===== src/rtl/fft_pkg.sv =====
// rtl/fft_pkg.sv - shared types and helpers for the iterative FFT engine
package fft_pkg;

  typedef enum logic [1:0] {ST_LOAD, ST_COMPUTE, ST_UNLOAD} state_t;

  function automatic int bitrev(input int n, input int bits);
    int r;
    r = 0;
    for (int i = 0; i < 16; i++) begin
      if (i < bits) r = (r << 1) | ((n >> i) & 1);
    end
    return r;
  endfunction

  function automatic int round_away(input real v);
    if (v >= 0.0) return $rtoi(v + 0.5);
    else return -$rtoi(0.5 - v);
  endfunction

  // Elaboration-time only: returns re (im=0) or im (im=1) of W_N^k scaled by 2^(tw-2).
  function automatic int twiddle(input int k, input int n_log2, input int tw, input bit im);
    real ang, scale, v;
    ang   = 2.0 * 3.14159265358979323846 * real'(k) / real'(1 << n_log2);
    scale = real'(1 << (tw - 2));
    v     = im ? -$sin(ang) * scale : $cos(ang) * scale;
    return round_away(v);
  endfunction

  function automatic int saturate(input int v, input int dw);
    int hi, lo;
    hi = (1 << (dw - 1)) - 1;
    lo = -(1 << (dw - 1));
    if (v > hi) return hi;
    else if (v < lo) return lo;
    else return v;
  endfunction

endpackage


===== src/rtl/fft_iter_if.sv =====
// rtl/fft_iter_if.sv - sample-in / bin-out stream bundle of the FFT engine
interface fft_iter_if #(
  parameter int DW = 8
);
  logic                 in_valid;
  logic                 in_ready;
  logic signed [DW-1:0] in_re;
  logic signed [DW-1:0] in_im;
  logic                 out_valid;
  logic                 out_ready;
  logic signed [DW-1:0] out_re;
  logic signed [DW-1:0] out_im;
  logic                 out_last;

  modport master (
    output in_valid, in_re, in_im, out_ready,
    input  in_ready, out_valid, out_re, out_im, out_last
  );

  modport slave (
    input  in_valid, in_re, in_im, out_ready,
    output in_ready, out_valid, out_re, out_im, out_last
  );
endinterface


===== src/rtl/fft_bfly.sv =====
// rtl/fft_bfly.sv - combinational radix-2 DIT butterfly with halving and saturation
module fft_bfly
  import fft_pkg::*;
#(
  parameter int DW = 8,
  parameter int TW = 8
) (
  input  logic signed [DW-1:0] a_re,
  input  logic signed [DW-1:0] a_im,
  input  logic signed [DW-1:0] b_re,
  input  logic signed [DW-1:0] b_im,
  input  logic signed [TW-1:0] w_re,
  input  logic signed [TW-1:0] w_im,
  output logic signed [DW-1:0] ao_re,
  output logic signed [DW-1:0] ao_im,
  output logic signed [DW-1:0] bo_re,
  output logic signed [DW-1:0] bo_im
);
  int t_re, t_im;

  always_comb begin
    t_re  = (int'(b_re) * int'(w_re) - int'(b_im) * int'(w_im)) >>> (TW - 2);
    t_im  = (int'(b_re) * int'(w_im) + int'(b_im) * int'(w_re)) >>> (TW - 2);
    ao_re = DW'(saturate((int'(a_re) + t_re) >>> 1, DW));
    ao_im = DW'(saturate((int'(a_im) + t_im) >>> 1, DW));
    bo_re = DW'(saturate((int'(a_re) - t_re) >>> 1, DW));
    bo_im = DW'(saturate((int'(a_im) - t_im) >>> 1, DW));
  end
endmodule


===== src/rtl/fft_iter.sv =====
// rtl/fft_iter.sv - iterative in-place radix-2 FFT: bit-reversed load, N_LOG2 stages, natural-order unload
module fft_iter
  import fft_pkg::*;
#(
  parameter int N_LOG2 = 3,
  parameter int DW     = 8,
  parameter int TW     = 8
) (
  input  logic       clk,
  input  logic       rst,
  fft_iter_if.slave  s,
  output logic       busy
);
  localparam int N   = 1 << N_LOG2;
  localparam int AW  = N_LOG2;
  localparam int TWA = N_LOG2 - 1;

  state_t            state_q, state_d;
  logic [AW-1:0]     cnt_q, cnt_d;
  logic [3:0]        stage_q, stage_d;
  logic [TWA-1:0]    j_q, j_d;

  logic signed [DW-1:0] mem_re_q [N];
  logic signed [DW-1:0] mem_im_q [N];
  logic signed [TW-1:0] rom_re [N/2];
  logic signed [TW-1:0] rom_im [N/2];

  for (genvar k = 0; k < N/2; k++) begin : g_rom
    localparam int WRE = twiddle(k, N_LOG2, TW, 1'b0);
    localparam int WIM = twiddle(k, N_LOG2, TW, 1'b1);
    assign rom_re[k] = TW'(WRE);
    assign rom_im[k] = TW'(WIM);
  end

  logic [AW-1:0]  top_addr, bot_addr, load_addr;
  logic [TWA-1:0] tw_idx;
  int             s_i, j_i, half_i, top_i;

  always_comb begin
    s_i       = int'(stage_q);
    j_i       = int'(j_q);
    half_i    = 1 << s_i;
    top_i     = ((j_i >> s_i) << (s_i + 1)) + (j_i & (half_i - 1));
    top_addr  = AW'(top_i);
    bot_addr  = AW'(top_i + half_i);
    tw_idx    = TWA'((j_i & (half_i - 1)) << (N_LOG2 - 1 - s_i));
    load_addr = AW'(bitrev(int'(cnt_q), N_LOG2));
  end

  logic signed [DW-1:0] ao_re, ao_im, bo_re, bo_im;

  fft_bfly #(.DW(DW), .TW(TW)) u_bfly (
    .a_re (mem_re_q[top_addr]),
    .a_im (mem_im_q[top_addr]),
    .b_re (mem_re_q[bot_addr]),
    .b_im (mem_im_q[bot_addr]),
    .w_re (rom_re[tw_idx]),
    .w_im (rom_im[tw_idx]),
    .ao_re(ao_re),
    .ao_im(ao_im),
    .bo_re(bo_re),
    .bo_im(bo_im)
  );

  logic in_fire, out_fire, last_bfly, last_cnt;
  assign in_fire   = s.in_valid && s.in_ready;
  assign out_fire  = s.out_valid && s.out_ready;
  assign last_cnt  = (cnt_q == AW'(N - 1));
  assign last_bfly = (stage_q == 4'(N_LOG2 - 1)) && (j_q == '1);

  always_ff @(posedge clk or posedge rst) begin
    if (rst) begin
      state_q <= ST_LOAD;
      cnt_q   <= '0;
      stage_q <= '0;
      j_q     <= '0;
    end else begin
      state_q <= state_d;
      cnt_q   <= cnt_d;
      stage_q <= stage_d;
      j_q     <= j_d;
    end
  end

  always_comb begin
    state_d = state_q;
    case (state_q)
      ST_LOAD:    if (in_fire && last_cnt) state_d = ST_COMPUTE;
      ST_COMPUTE: if (last_bfly) state_d = ST_UNLOAD;
      ST_UNLOAD:  if (out_fire && last_cnt) state_d = ST_LOAD;
      default:    state_d = ST_LOAD;
    endcase
  end

  // The sample counter doubles as the unload address; both wrap to 0 at N.
  always_comb begin
    cnt_d   = cnt_q;
    stage_d = stage_q;
    j_d     = j_q;
    case (state_q)
      ST_LOAD:   if (in_fire) cnt_d = cnt_q + 1'b1;
      ST_COMPUTE: begin
        j_d = j_q + 1'b1;
        if (j_q == '1) stage_d = last_bfly ? 4'd0 : stage_q + 4'd1;
      end
      ST_UNLOAD: if (out_fire) cnt_d = cnt_q + 1'b1;
      default: ;
    endcase
  end

  always_comb begin
    s.in_ready  = (state_q == ST_LOAD);
    s.out_valid = (state_q == ST_UNLOAD);
    busy        = (state_q != ST_LOAD);
    s.out_last  = s.out_valid && last_cnt;
    s.out_re    = s.out_valid ? mem_re_q[cnt_q] : '0;
    s.out_im    = s.out_valid ? mem_im_q[cnt_q] : '0;
  end

  always_ff @(posedge clk) begin
    if (in_fire) begin
      mem_re_q[load_addr] <= s.in_re;
      mem_im_q[load_addr] <= s.in_im;
    end else if (state_q == ST_COMPUTE) begin
      mem_re_q[top_addr] <= ao_re;
      mem_im_q[top_addr] <= ao_im;
      mem_re_q[bot_addr] <= bo_re;
      mem_im_q[bot_addr] <= bo_im;
    end
  end
endmodule


===== src/flat_wrapper.sv =====
// flat-port wrapper written by rule: the top's interface ports become plain ports
module fft_iter_flat import fft_pkg::*;
#(
  parameter int N_LOG2 = 3,
  parameter int DW     = 8,
  parameter int TW     = 8
)
  (clk, rst, busy, s_in_valid, s_in_re, s_in_im, s_out_ready, s_in_ready, s_out_valid, s_out_re, s_out_im, s_out_last);
  fft_iter_if #(.DW(DW)) s_i ();
  input  logic clk;
  input  logic rst;
  output logic busy;
  input wire logic [$bits(s_i.in_valid)-1:0] s_in_valid;
  input wire logic [$bits(s_i.in_re)-1:0] s_in_re;
  input wire logic [$bits(s_i.in_im)-1:0] s_in_im;
  input wire logic [$bits(s_i.out_ready)-1:0] s_out_ready;
  output wire logic [$bits(s_i.in_ready)-1:0] s_in_ready;
  output wire logic [$bits(s_i.out_valid)-1:0] s_out_valid;
  output wire logic [$bits(s_i.out_re)-1:0] s_out_re;
  output wire logic [$bits(s_i.out_im)-1:0] s_out_im;
  output wire logic [$bits(s_i.out_last)-1:0] s_out_last;
  assign s_i.in_valid = s_in_valid;
  assign s_i.in_re = s_in_re;
  assign s_i.in_im = s_in_im;
  assign s_i.out_ready = s_out_ready;
  assign s_in_ready = s_i.in_ready;
  assign s_out_valid = s_i.out_valid;
  assign s_out_re = s_i.out_re;
  assign s_out_im = s_i.out_im;
  assign s_out_last = s_i.out_last;
  fft_iter #(.N_LOG2(N_LOG2), .DW(DW), .TW(TW)) u_core (.clk(clk), .rst(rst), .s(s_i), .busy(busy));
endmodule

===== config.mk =====
export PLATFORM = sky130hd
export DESIGN_NAME = fft_iter_flat
export DESIGN_NICKNAME = d
export VERILOG_FILES = /design/src/rtl/fft_pkg.sv /design/src/rtl/fft_iter_if.sv /design/src/rtl/fft_bfly.sv /design/src/rtl/fft_iter.sv /design/src/flat_wrapper.sv
export SDC_FILE = /design/constraint.sdc
export NUM_CORES = 1
export LEC_CHECK = 0
export ABC_AREA = 1
export CORE_MARGIN = 1
export CORE_UTILIZATION = 50
export CTS_CLUSTER_DIAMETER = 150
export CTS_CLUSTER_SIZE = 16
export DETAILED_ROUTE_END_ITERATION = 7
export HOLD_SLACK_MARGIN = 0.03
export PLACE_DENSITY = 0.72
export SYNTH_ARGS = -nofsm -noshare
export SYNTH_HDL_FRONTEND = slang
export SYNTH_HIERARCHICAL = 1
export SYNTH_SLANG_ARGS = --single-unit

===== constraint.sdc =====
create_clock -name clk -period 20.6 [get_ports clk]
set_input_delay 2.06 -clock clk [delete_from_list [all_inputs] [get_ports clk]]
set_output_delay 2.06 -clock clk [all_outputs]
set_load 0.02 [all_outputs]

==> flow_metrics.tcl, run 1 <==
set metrics [dict create \
    status "complete, no violations" \
    viasPerCell 5.59 \
    fin_worst_skew_ns 0.0124 \
    netlist_area_um2 24200 \
    hold_viol 0 \
    cts_buffer_depth 2 \
    drcViolationCount 0 \
    reg2reg_from "u_core/stage_q[0]" \
    fin_crit_ns 13.77 \
    ys_types 46 \
    routabilityCongestion 0.912 \
    ys.flop_type "edfxtp_1" \
    tns_ns 0 \
    drtIter0Drc 2288 \
    grt_use_total_pct 27.7 \
    layout-drive-gt1-share_pct 4.02 \
    syn_area_per_cell_um2 7.34 \
    cts.sinks 139 \
    antenna_found_initial 0 \
    startpoint_type "flip-flop" \
    rsz0062_at_grt "false" \
    ys_ff_latch 139 \
    overflow 0 \
    grt_pass1_vias 20500 \
    nNetsFinal 3638 \
    fin_util_pct 52.9 \
    maxCapViolCount 0 \
    endpoint_kind "flip-flop" \
    coreArea_um2 47700 \
    critPathMaxStageDelay_ns 0.70 \
    tritoncts "done" \
    grt_max_degree 96 \
    htreeDepth 4 \
    synthCells 3294 \
    min_from "u_core/j_q[0]" \
    wl_per_cell_um 17.5 \
    cts_resized 0 \
    dieArea_um2 49200 \
    area_delta_synth_final_pct 4.41 \
    io_buffers 39 \
    synth_edf_count 128 \
    dp.final_hpwl_um 46500 \
    drv_slew 0 \
    clock_latency_ns 0.44 \
    arrival_ns 14.08 \
    start_util_pct 50.6 \
    yosysWarnings 6 \
    cp_max_fo 72 \
    cts_buffers 17 \
    synthArstFlopShare_pct 7.91 \
    antenna_left 0 \
    root_buffer "clkbuf_16" \
    critical-path-slowest-cell "buf_4" \
    fin_ws_ns 6.83 \
    setup_viol 0 \
    seq_area_frac_synth_pct 17.0 \
    routed_wl_um 66600 \
    cpMostUsedCell "nand2_1" \
    rows 80 \
    post-route-period-util_pct 66.9 \
    max_slew_margin_pct 17.1 \
    die_h_um 222 \
    hold_class "flip-flop to flip-flop" \
    critPathKind "flip-flop to flip-flop" \
    grt_pass1_wl_um 109000 \
    critPathLaunch "u_core/stage_q[0]" \
    first_pass_iters 6 \
    clkTransAtPathRegs_ns 0.06 \
    hold_buffers 0 \
    vias 21200 \
    ios 40 \
    fmax_mhz 72.6 \
    post-cts-setup-buffers 0 \
    worst_pin_slew_ns 1.24 \
    dp_slack_ns 6.92 \
    n_antenna_cell 0 \
    die_w_um 222 \
    required_ns 20.91 \
]
[Yosys cell counts (2+ instances only)]
cell / instances / area share [%]
clkbuf_2: 12 / 0.25
nor2_4: 4 / 0.19
o21a_1: 3 / 0.093
xnor2_1: 20 / 0.72
edfxtp_1: 128 / 16
or3_1: 2 / 0.052
buf_1: 6 / 0.093
nand3b_1: 2 / 0.062
nor2_1: 102 / 1.6
fa_1: 283 / 23
nand2_4: 3 / 0.14
a31o_2: 3 / 0.11
nor2_2: 3 / 0.078
nand2_2: 25 / 0.65
o211ai_1: 48 / 1.5
nand3_4: 5 / 0.36
nand2_1: 870 / 14
a21oi_1: 157 / 3.3
clkinv_1: 2 / 0.031
inv_2: 6 / 0.093
nand4_1: 140 / 3.6
ha_1: 164 / 8.5
and3_1: 3 / 0.078
xor2_1: 52 / 1.9
dfrtp_1: 11 / 1.1
buf_6: 6 / 0.28
o21bai_1: 6 / 0.19
xnor3_1: 2 / 0.19
nor3_1: 20 / 0.41
a21o_1: 9 / 0.28
clkbuf_1: 139 / 2.2
buf_4: 7 / 0.22
inv_1: 651 / 10
nor4_1: 4 / 0.10
or2_2: 5 / 0.13
o31ai_1: 8 / 0.25
nand3_1: 50 / 1.0
a31oi_1: 38 / 0.98
nand3_2: 11 / 0.46
o21ai_0: 240 / 5.0
buf_2: 39 / 0.81
[state kept, by name (all words and copies together), names as in the netlist]
signal	cells
u_core/stage_q	4
u_core/cnt_q	3
u_core/state_q	2
u_core/mem_im_q	64
u_core/j_q	2
u_core/mem_re_q	64
[layer usage]
metal / share of wire (%) / global-route usage, % / up-vias
met4: 2.6 / 9.05 / 0
met5: 0 / 0 / -
met3: 8.4 / 3.03 / 139
met1: 42 / 38.2 / 9978
met2: 47 / 45.6 / 1039
li1: - / - / 10100
[placed cells by master, fill, tap and decap left out, types with 26 or more instances in the layout]
cell type	n
ha_1	162
o211ai_1	48
buf_4	26
nand2_1	870
fa_1	282
a21oi_1	157
o21ai_0	240
nand3_1	50
clkdlybuf4s50_1	39
edfxtp_1	128
a31oi_1	38
nand4_1	140
xor2_1	52
nor2_1	101
inv_1	651
[kinds of logic (layout without fill, tap and decap cells)]
group	Yosys count	in the layout	synth area share [%]
buffers and inverters	868	754	14.0
and+or+nand+nor	1250	1250	22.5
AOI/OAI and AO/OA	514	514	11.7
adders and majority gates	447	447	31.9
DFF	139	139	17.0
other	1	3	0.0155
muxes	1	1	0.0466
xor gates and xnor gates	74	74	2.79
[metrics by stage]
| stage | instances | hold slack, ns | area (um^2) |
|---|---|---|---|
| global placement | 3767 | 0.494 | 24700 |
| detailed placement | 3767 | 0.500 | 24700 |
| floorplan | 3296 | 0.469 | 24200 |
| finish | 3797 | 0.516 | 25200 |
| CTS | 3797 | 0.512 | 25200 |
| global route | 3797 | 0.551 | 25200 |
[critical path: cells and delay by family (launching register included)]
kind                     cells  cell delay [ns]
adder cells (fa/ha/maj)     12             5.45
buffers and inverters       12             3.25
AND/OR/NAND/NOR             15             2.92
AO/OA/AOI/OAI                6             1.02
flip-flops                   1             0.55
XOR/XNOR                     2             0.36
[worst paths after layout]
kind	endpoint	slack [ns]	cells past startpoint
worst max-delay path	u_core/mem_im_q[3][1]	6.83	47
worst min register to register	u_core/j_q[0]	0.52	1
min in group asynchronous	u_core/stage_q[2]	1.94	2
worst min-delay path	u_core/j_q[0]	0.52	1
max in group asynchronous	u_core/cnt_q[0]	18.30	2
worst max register to register	u_core/mem_im_q[3][1]	6.83	47
[layout make-up]
cell class              count  area [um^2]
fillers                  4461        22500
inverters                 659         2480
flip-flops and latches    139         4120
repair buffers             65          586
clock buffers              18          429
well taps                 615          769
clock inverters            12          151
multi-input cells        2289        16700
Power of run 1 is left out: the tool's default activity adds up to more than one toggle a clock period on the data nets, which glitch-free logic cannot reach.
==> run 2: changes to the inputs <==
--- a/config.mk
+++ b/config.mk
@@ -12,7 +12,7 @@
 export CTS_CLUSTER_SIZE = 16
 export DETAILED_ROUTE_END_ITERATION = 7
 export HOLD_SLACK_MARGIN = 0.03
-export PLACE_DENSITY = 0.72
+export PLACE_DENSITY = 0.75
 export SYNTH_ARGS = -nofsm -noshare
 export SYNTH_HDL_FRONTEND = slang
 export SYNTH_HIERARCHICAL = 1
==> constraint.sdc (replaced) <==
create_clock -name clk -period 12.5 [get_ports clk]
set_input_delay 1.25 -clock clk [delete_from_list [all_inputs] [get_ports clk]]
set_output_delay 1.25 -clock clk [all_outputs]
set_load 0.02 [all_outputs]
==> flow_metrics.tcl, run 2 (same netlist as run 1, synthesis figures left out) <==
set metrics [dict create \
    cts_buffer_depth 2 \
    maxCapViolCount 0 \
    critPathMaxStageDelay_ns 0.61 \
    drcViolationCount 0 \
    post-cts-setup-buffers 0 \
    arrival_ns 11.89 \
    n_antenna_cell 0 \
    wl_per_cell_um 17.8 \
    overflow 0 \
    fillers 4467 \
    tritoncts "done" \
    reg_top3 "u_core/mem_im_q: 64 flops, u_core/mem_re_q: 64 flops, u_core/stage_q: 4 flops" \
    start_util_pct 50.6 \
    hold_ws_ns 0.503 \
    status "complete, no violations" \
    antenna_left 0 \
    grt_pass1_vias 20900 \
    r2r_cells 43 \
    htreeDepth 4 \
    drtIter0Drc 2377 \
    critPathKind "flip-flop to flip-flop" \
    post-route-period-util_pct 93.7 \
    fin_ws_ns 0.793 \
    drv_slew 0 \
    io_buffers 39 \
    coreArea_um2 47700 \
    dp_slack_ns 0.703 \
    grt_max_degree 130 \
    cts_buffers 17 \
    layout_commonest_cell "nand2_1" \
    hold_depth 1 \
    fmax_mhz 85.4 \
    die_w_um 222 \
    grt_use_total_pct 27.9 \
    required_ns 12.68 \
    final_cell_mix "nand2_1, inv_1, fa_1" \
    setup_viol 0 \
    max_slew_margin_pct 17.8 \
    met1_usage_pct 37.6 \
    grt-busiest-layer "met2" \
    gr-usage-met2_pct 45.0 \
    final_cell_area_um2 25500 \
    hold_viol 0 \
    endpoint_kind "flip-flop" \
    dieArea_um2 49200 \
    met3_usage_pct 4.25 \
    hold_class "flip-flop to flip-flop" \
    layout-drive-gt1-share_pct 4.96 \
    cp_max_fo 30 \
    critical-path-slowest-cell "nand2_1" \
    routed_wl_um 67900 \
    first_pass_iters 6 \
    clock_latency_ns 0.44 \
    antenna_found_initial 0 \
    rows 80 \
    fin_crit_ns 11.71 \
    die_h_um 222 \
    startpoint_type "flip-flop" \
    vias 21600 \
    dp.final_hpwl_um 48500 \
    routabilityCongestion 0.933 \
    cts.sinks 139 \
    grt_pass1_wl_um 109000 \
    viasPerCell 5.65 \
    tns_ns 0 \
    clkTransAtPathRegs_ns 0.06 \
    rsz0062_at_grt "false" \
    nNetsFinal 3661 \
    root_buffer "clkbuf_16" \
    area_delta_synth_final_pct 5.50 \
    worst_pin_slew_ns 1.23 \
    fin_worst_skew_ns 0.0101 \
    ios 40 \
    placed_area_um2 24900 \
]
[run 2: cell types whose count changed in the layout (fill, tap and decap cells not counted), sizes merged]
cell / change
clkinv: -2
clkinvlp: +2
buf: +23
clkbuf: -1
inv: +2
[run 2: critical path, delay by kind of cell (launching register included)]
kind / cells / cell delay [ns]
and+or+nand+nor: 12 / 2.52
xor gates and xnor gates: 1 / 0.25
adders and majority gates: 12 / 5.36
buffers and inverters: 8 / 1.03
AOI/OAI and AO/OA: 10 / 1.73
DFF: 1 / 0.55
[run 2: final cells by class]
cell class	instances	area, um^2	share of cell area (%)
multi-input cells	2289	16700	65.6
clock buffers	17	425	1.67
clock inverters	14	171	0.672
flip-flops and latches	139	4120	16.2
repair buffers	88	796	3.12
inverters	659	2480	9.72
well taps	615	769	3.02
[run 2: metrics by stage]
step | utilization, % | cells
floorplan | - | 3296
global placement | 52.1 | 3790
detailed placement | 52.1 | 3790
CTS | 53.3 | 3821
global route | 53.4 | 3821
finish | 53.4 | 3821
[run 2: worst paths after layout]
| kind | start | end | slack (ns) |
|---|---|---|---|
| min in group asynchronous | rst | u_core/cnt_q[2] | 1.12 |
| min reg2reg | u_core/j_q[0] | u_core/j_q[0] | 0.50 |
| max in group asynchronous | rst | u_core/cnt_q[0] | 11.03 |
| max | u_core/stage_q[0] | u_core/mem_re_q[2][1] | 0.79 |
| max reg2reg | u_core/stage_q[0] | u_core/mem_re_q[2][1] | 0.79 |
| min | u_core/j_q[0] | u_core/j_q[0] | 0.50 |
[run 2: per-layer routing]
layer,share of wire (%),wire (um),up-vias
met4,4.2,2870,0
met5,0,0,-
met1,40,27400,10200
met2,46,31100,1030
li1,-,-,10100
met3,9.5,6470,192
[run 2: timing repair]
| action | in CTS | in global routing |
|---|---|---|
| hold buffers | 0 | 0 |
| resized for setup | 0 | 9 |
| setup endpoints to repair | 0 | 112 |
Power of run 2 is left out for the same reason.
==> run 3: changes to the inputs <==
--- a/config.mk
+++ b/config.mk
@@ -6,6 +6,7 @@
 export NUM_CORES = 1
 export LEC_CHECK = 0
 export ABC_AREA = 1
+export CAP_MARGIN = 20
 export CORE_MARGIN = 1
 export CORE_UTILIZATION = 50
 export CTS_CLUSTER_DIAMETER = 150
==> flow_metrics.tcl, run 3 (same netlist as run 1, synthesis figures left out) <==
set metrics [dict create \
    met1_length_um 27600 \
    grt_pass1_wl_um 109000 \
    worst_pin_slew_ns 1.22 \
    n_antenna_cell 0 \
    required_ns 12.68 \
    route.met3.wl_um 6330 \
    dp.final_hpwl_um 48500 \
    grt_use_total_pct 27.9 \
    die_w_um 222 \
    fmax_mhz 85.1 \
    critPathKind "flip-flop to flip-flop" \
    arrival_ns 11.93 \
    post-route-period-util_pct 94.0 \
    drv_slew 0 \
    critical-path-slowest-cell "nand2_1" \
    viasPerCell 5.66 \
    path_buf_inv 8 \
    post-cts-setup-buffers 0 \
    critPathMaxStageDelay_ns 0.62 \
    maxCapViolCount 0 \
    status "complete, no violations" \
    top_layer "met4" \
    reg_top3 "u_core/mem_im_q: 64 flops, u_core/mem_re_q: 64 flops, u_core/stage_q: 4 flops" \
    layout-drive-gt1-share_pct 5.02 \
    seq_area_um2 4120 \
    cts.sinks 139 \
    grt_max_degree 130 \
    htreeDepth 4 \
    routed_wl_um 68100 \
    dr_wl_met2_um 31300 \
    hold_class "flip-flop to flip-flop" \
    rows 80 \
    fillers 4462 \
    start_util_pct 50.6 \
    root_buffer "clkbuf_16" \
    nNetsFinal 3663 \
    die_h_um 222 \
    grt_pass1_vias 20900 \
    final_cell_area_um2 25600 \
    setup_viol 0 \
    wl_per_cell_um 17.8 \
    cts_buffer_depth 2 \
    cp_max_fo 30 \
    antenna_found_initial 0 \
    tritoncts "done" \
    tns_ns 0 \
    drcViolationCount 0 \
    fin_crit_ns 11.75 \
    coreArea_um2 47700 \
    max_slew_margin_pct 18.3 \
    overflow 0 \
    final_cell_mix "nand2_1, inv_1, fa_1" \
    antenna_left 0 \
    clock_latency_ns 0.44 \
    io_buffers 39 \
    critPathTopFamily "adder cells" \
    multi_input_area_um2 16700 \
    startpoint_type "flip-flop" \
    ios 40 \
    hold_ws_ns 0.503 \
    cts_buffers 17 \
    dieArea_um2 49200 \
    first_pass_iters 7 \
    endpoint_kind "flip-flop" \
    hold_viol 0 \
    layout_commonest_cell "nand2_1" \
    fin_util_pct 53.5 \
    clkTransAtPathRegs_ns 0.06 \
    placed_area_um2 24900 \
    routabilityCongestion 0.933 \
    area_delta_synth_final_pct 5.72 \
    drtIter0Drc 2178 \
    vias 21600 \
    fin_worst_skew_ns 0.00939 \
    rsz0062_at_grt "false" \
]
## run 3: cell count changes in the layout (fill, tap and decap cells not counted), sizes merged
cell,delta
buf,+2
## run 3: path summary, 6_finish.rpt
kind,cells after the start,start,slack [ns],endpoint
max,43,u_core/stage_q[0],0.75,u_core/mem_re_q[2][1]
min,1,u_core/j_q[0],0.50,u_core/j_q[0]
max in group asynchronous,2,rst,11.04,u_core/cnt_q[0]
min reg2reg,1,u_core/j_q[0],0.50,u_core/j_q[0]
min in group asynchronous,2,rst,1.12,u_core/cnt_q[2]
max reg2reg,43,u_core/stage_q[0],0.75,u_core/mem_re_q[2][1]
## run 3: layout make-up
| type | count | area share [%] |
|---|---|---|
| Multi-Input combinational cell | 2289 | 65.5 |
| Sequential cell | 139 | 16.1 |
| Inverter | 659 | 9.70 |
| Timing Repair Buffer | 90 | 3.33 |
| Tap cell | 615 | 3.01 |
| Clock buffer | 17 | 1.66 |
| Clock inverter | 14 | 0.671 |
## run 3: timing repair
item	CTS	global route
hold buffers	0	0
resized for setup	0	9
endpoints found under the setup margin	0	112
## run 3: stage by stage
| stage | setup WS, ns | cells |
|---|---|---|
| finish | 0.748 | 3823 |
| CTS | 0.650 | 3821 |
| global placement | 0.772 | 3790 |
| global route | 0.00118 | 3823 |
| floorplan | 1.45 | 3296 |
| detailed placement | 0.703 | 3790 |
## run 3: metal layers
metal / vias up / GRT usage (%)
li1: 10100 / -
met1: 10200 / 37.6
met2: 1068 / 45.0
met3: 195 / 4.25
met4: 0 / 11.1
met5: - / 0
Power of run 3 is left out for the same reason.
